===== config.mk =====
export PLATFORM = sky130hd
export DESIGN_NAME = serial_loader
export DESIGN_NICKNAME = d
export VERILOG_FILES = /design/src/rtl/serial_loader.sv
export SDC_FILE = /design/constraint.sdc
export NUM_CORES = 1
export LEC_CHECK = 0
export BUFFER_PORTS_ARGS = -buffer_cell sky130_fd_sc_hd__buf_2
export CORE_AREA = 2 2 42 60
export CTS_BUF_LIST = sky130_fd_sc_hd__clkbuf_2 sky130_fd_sc_hd__clkbuf_4 sky130_fd_sc_hd__clkbuf_8
export DETAILED_ROUTE_END_ITERATION = 10
export DIE_AREA = 0 0 44 62
export HOLD_SLACK_MARGIN = 0.12
export PLACE_DENSITY = 0.79
export SYNTH_ARGS = -nofsm -noshare
export SYNTH_HDL_FRONTEND = slang
export SYNTH_SLANG_ARGS = --single-unit

===== constraint.sdc =====
create_clock -name CLK -period 2.3 [get_ports CLK]
set_input_delay 0 -clock CLK [delete_from_list [all_inputs] [get_ports CLK]]
set_output_delay 0 -clock CLK [all_outputs]
set_load 0.005 [all_outputs]

===== src/rtl/serial_loader.sv =====
// serial_loader: gathers an LSB-first serial frame into an 8-bit word
// and loads it into a downstream register with a one-cycle strobe.
module serial_loader #(
    parameter int PARITY_EN = 1
) (
    input  logic       CLK,
    input  logic       RST,
    input  logic       SSTART,
    input  logic       SVALID,
    input  logic       SIN,
    output logic [7:0] DATA,
    output logic       ENA,
    output logic       PERR,
    output logic       BUSY
);

    localparam logic [1:0] IDLE  = 2'd0;
    localparam logic [1:0] SHIFT = 2'd1;
    localparam logic [1:0] PAR   = 2'd2;
    localparam logic [1:0] DONE  = 2'd3;

    logic [1:0] state_q, state_d;
    logic [2:0] cnt_q, cnt_d;
    logic [7:0] shreg_q, shreg_d;
    logic [7:0] data_q, data_d;
    logic       ena_q, ena_d;
    logic       perr_q, perr_d;

    // Shift register with the current serial bit dropped into slot k.
    logic [7:0] shreg_ins;

    // Insert the incoming bit at the current bit position.
    always_comb begin
        shreg_ins = shreg_q;
        shreg_ins[cnt_q] = SIN;
    end

    // Next-state, bit counter, word assembly and output strobes.
    always_comb begin
        state_d = state_q;
        cnt_d   = cnt_q;
        shreg_d = shreg_q;
        data_d  = data_q;
        ena_d   = 1'b0;
        perr_d  = 1'b0;
        unique case (state_q)
            IDLE: begin
                if (SSTART) begin
                    state_d = SHIFT;
                    cnt_d   = 3'd0;
                    shreg_d = 8'h00;
                end
            end
            SHIFT: begin
                if (SVALID) begin
                    shreg_d = shreg_ins;
                    cnt_d   = cnt_q + 3'd1;
                    if (cnt_q == 3'd7) begin
                        if (PARITY_EN != 0) begin
                            state_d = PAR;
                        end else begin
                            state_d = DONE;
                            data_d  = shreg_ins;
                            ena_d   = 1'b1;
                        end
                    end
                end
            end
            PAR: begin
                if (SVALID) begin
                    state_d = DONE;
                    // Even parity: the parity bit matches the XOR of data.
                    if (SIN == ^shreg_q) begin
                        data_d = shreg_q;
                        ena_d  = 1'b1;
                    end else begin
                        perr_d = 1'b1;
                    end
                end
            end
            DONE: begin
                // Serial input here belongs to no frame and is dropped.
                if (SSTART) begin
                    state_d = SHIFT;
                    cnt_d   = 3'd0;
                    shreg_d = 8'h00;
                end else begin
                    state_d = IDLE;
                end
            end
            default: begin
                state_d = IDLE;
            end
        endcase
    end

    // State and output registers, cleared asynchronously by RST.
    always_ff @(posedge CLK or negedge RST) begin
        if (!RST) begin
            state_q <= IDLE;
            cnt_q   <= 3'd0;
            shreg_q <= 8'h00;
            data_q  <= 8'h00;
            ena_q   <= 1'b0;
            perr_q  <= 1'b0;
        end else begin
            state_q <= state_d;
            cnt_q   <= cnt_d;
            shreg_q <= shreg_d;
            data_q  <= data_d;
            ena_q   <= ena_d;
            perr_q  <= perr_d;
        end
    end

    assign DATA = data_q;
    assign ENA  = ena_q;
    assign PERR = perr_q;
    assign BUSY = (state_q != IDLE);

endmodule


==> impl_metrics.toml, run 1 <==
[synth]
syn_inst = 112
netlist.area_leader.share = 0.4656
async_reset_ff_frac = 1.000
synth_most_common_cell = "dfrtp_1"
synthesis.nets = 124
synth_seq_cells = 23
synth-seq-area-share = 0.4656
synth_area_um2 = 1236
yosys.area.top_type = "dfrtp_1"
synth_ff_type = "dfrtp_1"
synthTopCellsByCount = "dfrtp_1 (23), o21ai_0 (14), inv_1 (9), mux2_2 (9), ha_1 (7)"
synth_warnings = 0
synth_cell_types = 28
syn_avg_cell_area_um2 = 11.04
synth-edff-count = 0
synth.area.top_cells = "dfrtp_1 (47%), mux2_2 (8.2%), ha_1 (7.1%), o21ai_0 (5.7%), a22o_1 (3.5%)"

[floorplanning]
pin_count = 16
start_util = 0.5471
std_cell_rows = 21
die_w_um = 44
coreArea_um2 = 2260
die_area_um2 = 2728
die_h_um = 62

[finish]
postLayoutCoreUtil = 0.6174
fillerInstances = 186
diodes = 0
seqCellArea_um2 = 575.6
synthToLayoutAreaGrowth_pct = 12.85
fin_nets = 144
multiInputGateArea_um2 = 611.8
drive_gt1_frac = 0.2290

[route]
final_antenna_net_count = 0
vias_per_cell = 6.052
dr.pass1.iters = 4
vias = 932
routedWlPerCell_um = 15.51
routed_wirelength_mm = 2.389
drtIter0Drc = 26
drc = 0

[timing]
rsz0062_at_grt = "no"
slew_viol_final = 0
setup_ws_ns = 0.3807
finalHoldViolations = 0
worst_pin_slew_ns = 0.5025
fin_crit_ns = 1.919
clock-skew-final_ns = 0.001261
slew-limit-headroom = 0.6650
finalSetupViolations = 0
max_clock_freq_mhz = 521.0
post-route-period-util = 0.8345
finalSetupTns_ns = 0

[power]
clkPwrFrac = 0.133
power.total_mw = 1.513
p_leak_nw = 0.7199
power.switching_uw = 638.3
power.density_nw_per_um2 = 1085
seqPwrFrac = 0.378
max-vdd-ir-drop_uv = 709.1
p_sw_frac = 0.4218
combPwrFrac = 0.489
power.internal_uw = 874.8

[worst_setup_path]
rrSetupSlack_ns = 0.38
rr_worst_depth = 6
worst-endpoint-arrival_ns = 2.13
crit_type = "reg -> reg"
rr_endpoint = "shreg_q[1]"
worstSetupStartpointType = "flop"
endpoint_kind = "flop"
cp.required_ns = 2.51
rr_startpoint = "state_q[1]"
cp_max_fo = 11

[place]
dpl.hpwl_mm = 1.696
pre_cts_slack_ns = 0.3798
port_buffers = 15
place_congestion = 0.8058

[worst_hold_path]
hold_path.class = "in -> async"

[global_route]
grt_pass1_wl_mm = 3.857
first_global_vias = 893
grt_antenna_before_repair = 0
grt_usage = 0.2002
grt.overflow.total = 0
grt_max_degree = 24

[status]
outcome = "finished, final reports clean"

[clock_tree]
tritoncts = "built"
post_cts_buffers = 0
cts_hold_buffers = 4
cts_made_buffers = 3
cts_resized = 0
htreeDepth = 1
cts_buffer_depth = 2
path_clk_slew_ns = 0.12
clock-sinks = 23
cts-root-buf = "clkbuf_4"
clk-insertion-delay-late_ns = 0.32

[run]
max_cap_violations = 0
[routing by layer]
metal  vias to the layer above  share of wire  GRT usage  routed length [µm]
met3                         7          0.040    0.03468                  95
met5                         -              0          0                   0
li1                        437              -          -                   -
met4                         0          0.029     0.1299                  69
met2                        35           0.52     0.3550                1252
met1                       453           0.41     0.2187                 972
[critical path: stages (launching register included)]
cell and delay (ns):
dfrtp_1 0.43, inv_1 0.11, ha_1 0.51, nor2_1 0.09, a211o_1 0.34, o21ai_0 0.22
o21ai_0 0.11
[stage by stage]
| step | hold slack [ns] | std cells | area [µm²] |
|---|---|---|---|
| 6_report | 0.1639 | 154 | 1395 |
| 5_1_grt | 0.2094 | 154 | 1395 |
| 4_1_cts | 0.1849 | 154 | 1395 |
| 3_5_place_dp | -0.0003816 | 146 | 1325 |
| 3_3_place_gp | -0.01806 | 146 | 1325 |
| 2_1_floorplan | -0.2956 | 112 | 1236 |
[worst max-delay path by stage]
stage | startpoint | to | depth (start not counted)
finish | state_q[1] | shreg_q[1] | 6
CTS | shreg_q[3] | DATA[0] | 4
global placement | shreg_q[3] | DATA[3] | 4
floorplan | shreg_q[3] | DATA[0] | 4
global route | state_q[0] | shreg_q[1] | 6
detailed placement | shreg_q[3] | DATA[0] | 4
[logic make-up (layout without fill, tap and decap cells)]
logic type,Yosys count,in the layout,synth area share
simple gates,16,16,0.06579
flops,23,23,0.4656
compound gates,36,36,0.1842
xor+xnor,6,6,0.06579
fa+ha+maj,7,7,0.07085
mux,11,11,0.1083
buf+inv,13,32,0.03947
[layout by cell type (no fill, tap or decap), types with 2 or more instances in the layout]
cell           count
a22o_1             5
nand4_1            2
o31ai_1            2
buf_2             15
clkbuf_4           4
a31oi_1            4
nor2_1             5
ha_1               7
xnor2_1            2
a211oi_1           2
a21oi_1            4
dlygate4sd3_1      4
nand2b_1           2
inv_1              9
mux2_2             9
o21a_1             2
nand2_1            3
o21ai_0           14
nor2b_1            2
xor2_1             2
dfrtp_1           23
[power by group through the flow]
stage                     sequential [mW]  clock, mW  combinational, mW
after CTS                           0.569      0.202              0.738
after detailed placement            0.576          0              0.724
after global routing                0.586      0.217              0.829
final                               0.573      0.201              0.739
after global placement              0.569          0              0.686
after floorplan                     0.530          0              0.587
[cell type report]
| type | count | area share |
|---|---|---|
| multi-input cells | 76 | 0.4386 |
| flip-flops and latches | 23 | 0.4126 |
| repair buffers | 19 | 0.08251 |
| inverters | 9 | 0.02422 |
| clock buffers | 4 | 0.02152 |
| well taps | 23 | 0.02063 |
[flip-flops by register name, summed over array words and instances, names as in the netlist]
register,flops
DATA,8
ENA,1
PERR,1
cnt_q,3
shreg_q,8
state_q,2
No activity file was read; power rests on OpenSTA's default activity.
==> run 2, diff against run 1 <==
Clock period 2.3 ns to 1.8 ns, I/O delays scaled along.
==> run 2 against run 1 <==
Against the previous run:
- the flow now finishes with violations (negative setup slack)
- combinational power is 72% higher
- fmax up 3.6%
- clock power grew 22%
- critical path type unchanged
==> impl_metrics.toml, run 2 (same netlist as run 1, synthesis figures left out) <==
[worst_setup_path]
crit_type = "reg -> reg"
worst-endpoint-arrival_ns = 2.07
endpoint_kind = "flop"
cp.required_ns = 2.02
cp_slowest_stage_delay_ns = 0.49
cp_max_fo = 9
worst_path_max_delay_cell = "xnor3_2"
worstSetupStartpointType = "flop"
crit_start = "shreg_q[3]"
critical_path.cell_chain = "xor2_1 > xnor3_2 > mux2i_4 > buf_12 > mux2_2"
rr_startpoint = "shreg_q[3]"
rrSetupSlack_ns = -0.05

[finish]
layout_common_cells = "dfrtp_1 (23), buf_2 (15), o21ai_0 (12), buf_4 (12), mux2_2 (9)"
layout_commonest_cell = "dfrtp_1"
final_cells = 167
synthToLayoutAreaGrowth_pct = 22.77
drive_gt1_frac = 0.3264
diodes = 0
postLayoutCoreUtil = 0.6717
final_area_um2 = 1518
fin_nets = 157

[place]
placedInstanceArea_um2 = 1408
port_buffers = 15
dp.cells = 157
place_congestion = 0.8157
dpl.hpwl_mm = 1.882
pre_cts_slack_ns = -0.1046

[status]
violations = "negative setup slack"
outcome = "finished, violations left"

[floorplanning]
pin_count = 16
coreArea_um2 = 2260
die_h_um = 62
start_util = 0.5471
die_w_um = 44
die_area_um2 = 2728
std_cell_rows = 21

[global_route]
grt_antenna_before_repair = 0
grt_pass1_wl_mm = 4.126
grt_max_degree = 24
grt.overflow.total = 0
grt_usage = 0.2104
first_global_vias = 915

[clock_tree]
path_clk_slew_ns = 0.13
cts-root-buf = "clkbuf_4"
htreeDepth = 1
tritoncts = "built"
clk-insertion-delay-late_ns = 0.32
cts_buffer_depth = 2
clock-sinks = 23
cts_made_buffers = 3

[power]
max-vdd-ir-drop_uv = 1099
p_leak_nw = 0.7832
power.total_mw = 2.192
power.density_nw_per_um2 = 1444

[timing]
finalSetupViolations = 8
setup_ws_ns = -0.05205
clock-skew-final_ns = 0.003099
worst_pin_slew_ns = 0.5067
fin_hold_ws_ns = 0.1680
max_clock_freq_mhz = 539.9
slew-limit-headroom = 0.6622
rsz0062_at_grt = "yes"
post-route-period-util = 1.029
finalSetupTns_ns = -0.3725
slew_viol_final = 0
finalHoldViolations = 0
fin_crit_ns = 1.852

[worst_hold_path]
hold_path.class = "in -> async"

[route]
dr.pass1.iters = 4
drtIter0Drc = 37
vias = 1020
vias_per_cell = 6.108
drc = 0
routed_wirelength_mm = 2.614
final_antenna_net_count = 0
routedWlPerCell_um = 15.65

[run]
max_cap_violations = 0
run 2: per-layer routing:
metal  global-route usage  routed length [µm]  vias up
met5                    0                   0        -
met4              0.09091                  93        0
met3              0.01734                 107       10
met2               0.3950                1382       49
met1               0.2421                1030      498
li1                     -                   -      463
run 2: path summary, 6_finish.rpt:
check,cells past startpoint,end
worst max-delay path,5,DATA[7]
worst min-delay path,2,ENA
worst max register to register,5,DATA[7]
worst min register to register,1,DATA[3]
max in group asynchronous,2,shreg_q[2]
min in group CLK,1,DATA[3]
run 2: timing repair:
item | 4_1_cts | 5_1_grt
setup buffers | 1 | 1
endpoints found under the hold margin | 32 | 0
hold buffers | 4 | 0
setup endpoints to repair | 8 | 16
cloned | 0 | 0
gates resized for setup | 0 | 6
run 2: where the power goes:
part / leakage, nW / internal, mW / switching (mW) / total [mW]
sequential: 0.314 / 0.610 / 0.0625 / 0.673
clock: 0.0177 / 0.0834 / 0.161 / 0.245
combinational: 0.451 / 0.594 / 0.680 / 1.27
total: 0.783 / 1.29 / 0.904 / 2.19
run 2: area by class of cell:
cell class	instances	area, µm²
repair buffers	32	225.2
multi-input cells	76	623.1
flip-flops and latches	23	575.6
inverters	9	37.54
fillers	184	742.0
well taps	23	28.78
clock buffers	3	22.52
clock inverters	1	5.005
run 2: worst max-delay path, delay by kind of cell (launching register included):
family	cells	cell delay (ns)
buf+inv	1	0.14
flops	1	0.41
xor+xnor	2	0.67
mux	2	0.53
==> run 3, diff against run 2 <==
Settings changed: PLACE_DENSITY 0.79 to 0.78.
==> run 3 against run 2 <==
Against the previous run:
- the run still ends with negative setup slack left
- core utilization increased by 2.4 points
- cell count up 1.2%
- via count is 3.8% lower
- combinational power about the same
==> impl_metrics.toml, run 3 (same netlist as run 1, synthesis figures left out) <==
[timing]
fin_crit_ns = 1.899
max_clock_freq_mhz = 526.5
fin_hold_ws_ns = 0.1741
worst_pin_slew_ns = 0.5023
rsz0062_at_grt = "yes"
slew-limit-headroom = 0.6651
finalSetupViolations = 8
slew_viol_final = 0
post-route-period-util = 1.055
clock-skew-final_ns = 0.003482
finalHoldViolations = 0
finalSetupTns_ns = -0.6529
setup_ws_ns = -0.09940

[route]
dr.pass1.iters = 4
vias_per_cell = 5.805
vias = 981
drtIter0Drc = 37
final_antenna_net_count = 0
routed_wirelength_mm = 2.489
drc = 0
routedWlPerCell_um = 14.73

[place]
place_congestion = 0.7895
dpl.hpwl_mm = 1.786
port_buffers = 15
dp.cells = 157

[floorplanning]
die_w_um = 44
die_h_um = 62
std_cell_rows = 21
coreArea_um2 = 2260
start_util = 0.5471
pin_count = 16
die_area_um2 = 2728

[worst_setup_path]
rr_worst_depth = 5
rrSetupSlack_ns = -0.1
worstSetupStartpointType = "flop"
crit_start = "shreg_q[4]"
cp.required_ns = 2.01
rr_endpoint = "DATA[0]"
crit_type = "reg -> reg"
crit_path_end = "DATA[0]"
rr_startpoint = "shreg_q[4]"
endpoint_kind = "flop"
worst-endpoint-arrival_ns = 2.11
cp_max_fo = 9

[finish]
final_cells = 169
fin_nets = 159
synthToLayoutAreaGrowth_pct = 27.23
layout_commonest_cell = "dfrtp_1"
layout_common_cells = "dfrtp_1 (23), buf_2 (15), o21ai_0 (14), buf_4 (14), inv_1 (7)"
drive_gt1_frac = 0.3493
diodes = 0

[clock_tree]
tritoncts = "built"
clock-sinks = 23
clk-insertion-delay-late_ns = 0.30
cts-root-buf = "clkbuf_4"
cts_buffer_depth = 2
htreeDepth = 1
path_clk_slew_ns = 0.12
cts_made_buffers = 3

[status]
outcome = "finished, violations left"
violations = "negative setup slack"

[power]
power.total_mw = 2.183
p_leak_nw = 0.8143
max-vdd-ir-drop_uv = 850.0
power.density_nw_per_um2 = 1388

[global_route]
grt_antenna_before_repair = 0
first_global_vias = 894
grt.overflow.total = 0
grt_pass1_wl_mm = 4.077
grt_max_degree = 24
grt_usage = 0.2021

[run]
max_cap_violations = 0

[worst_hold_path]
hold_path.class = "in -> async"
==> run 3: layer usage <==
layer	routed length (µm)	up-vias	GRT usage
met2	1349	35	0.3634
li1	-	470	-
met1	1004	472	0.2500
met3	108	4	0.02601
met4	26	0	0.06494
met5	0	-	0
==> run 3: worst max-delay path: stages, from the launching register on <==
cell and delay [ns]:
dfrtp_1 0.43, xnor2_2 0.19, xnor3_2 0.49, mux2i_4 0.21, buf_12 0.16, mux2_2 0.32
==> run 3: layout make-up <==
cell class / count / area, µm²
Clock buffer: 4 / 30.03
Sequential cell: 23 / 575.6
Tap cell: 23 / 28.78
Timing Repair Buffer: 34 / 240.2
Inverter: 9 / 37.54
Fill cell: 175 / 686.9
Multi-Input combinational cell: 76 / 660.6
==> run 3: worst min path at each step <==
stage	to	start	depth (start not counted)
finish	ENA	RST	2
global route	ENA	RST	2
CTS	state_q[0]	SSTART	3
detailed placement	ENA	RST	1
global placement	ENA	RST	1
floorplan	DATA[0]	RST	0
==> run 3: timing repair <==
item / in CTS / in global routing
endpoints found under the hold margin: 29 / 1
setup endpoints to repair: 8 / 14
pin swaps: 0 / 2
resized for setup: 6 / 6
setup buffers: 2 / 2
hold buffers: 3 / 1
==> run 3: report_power, final <==
part	internal (mW)	total [mW]	switching (mW)
combinational	0.599	1.26	0.664
clock	0.102	0.247	0.146
sequential	0.610	0.673	0.0626
==> run 3: metrics by stage <==
step	area, µm²	util	worst slack, ns
CTS	1521	0.6733	-0.05136
floorplan	1236	-	0.006486
finish	1573	0.6960	-0.09940
detailed placement	1408	0.6229	-0.1396
global placement	1408	0.6229	-0.06063
global route	1573	0.6960	-0.1508
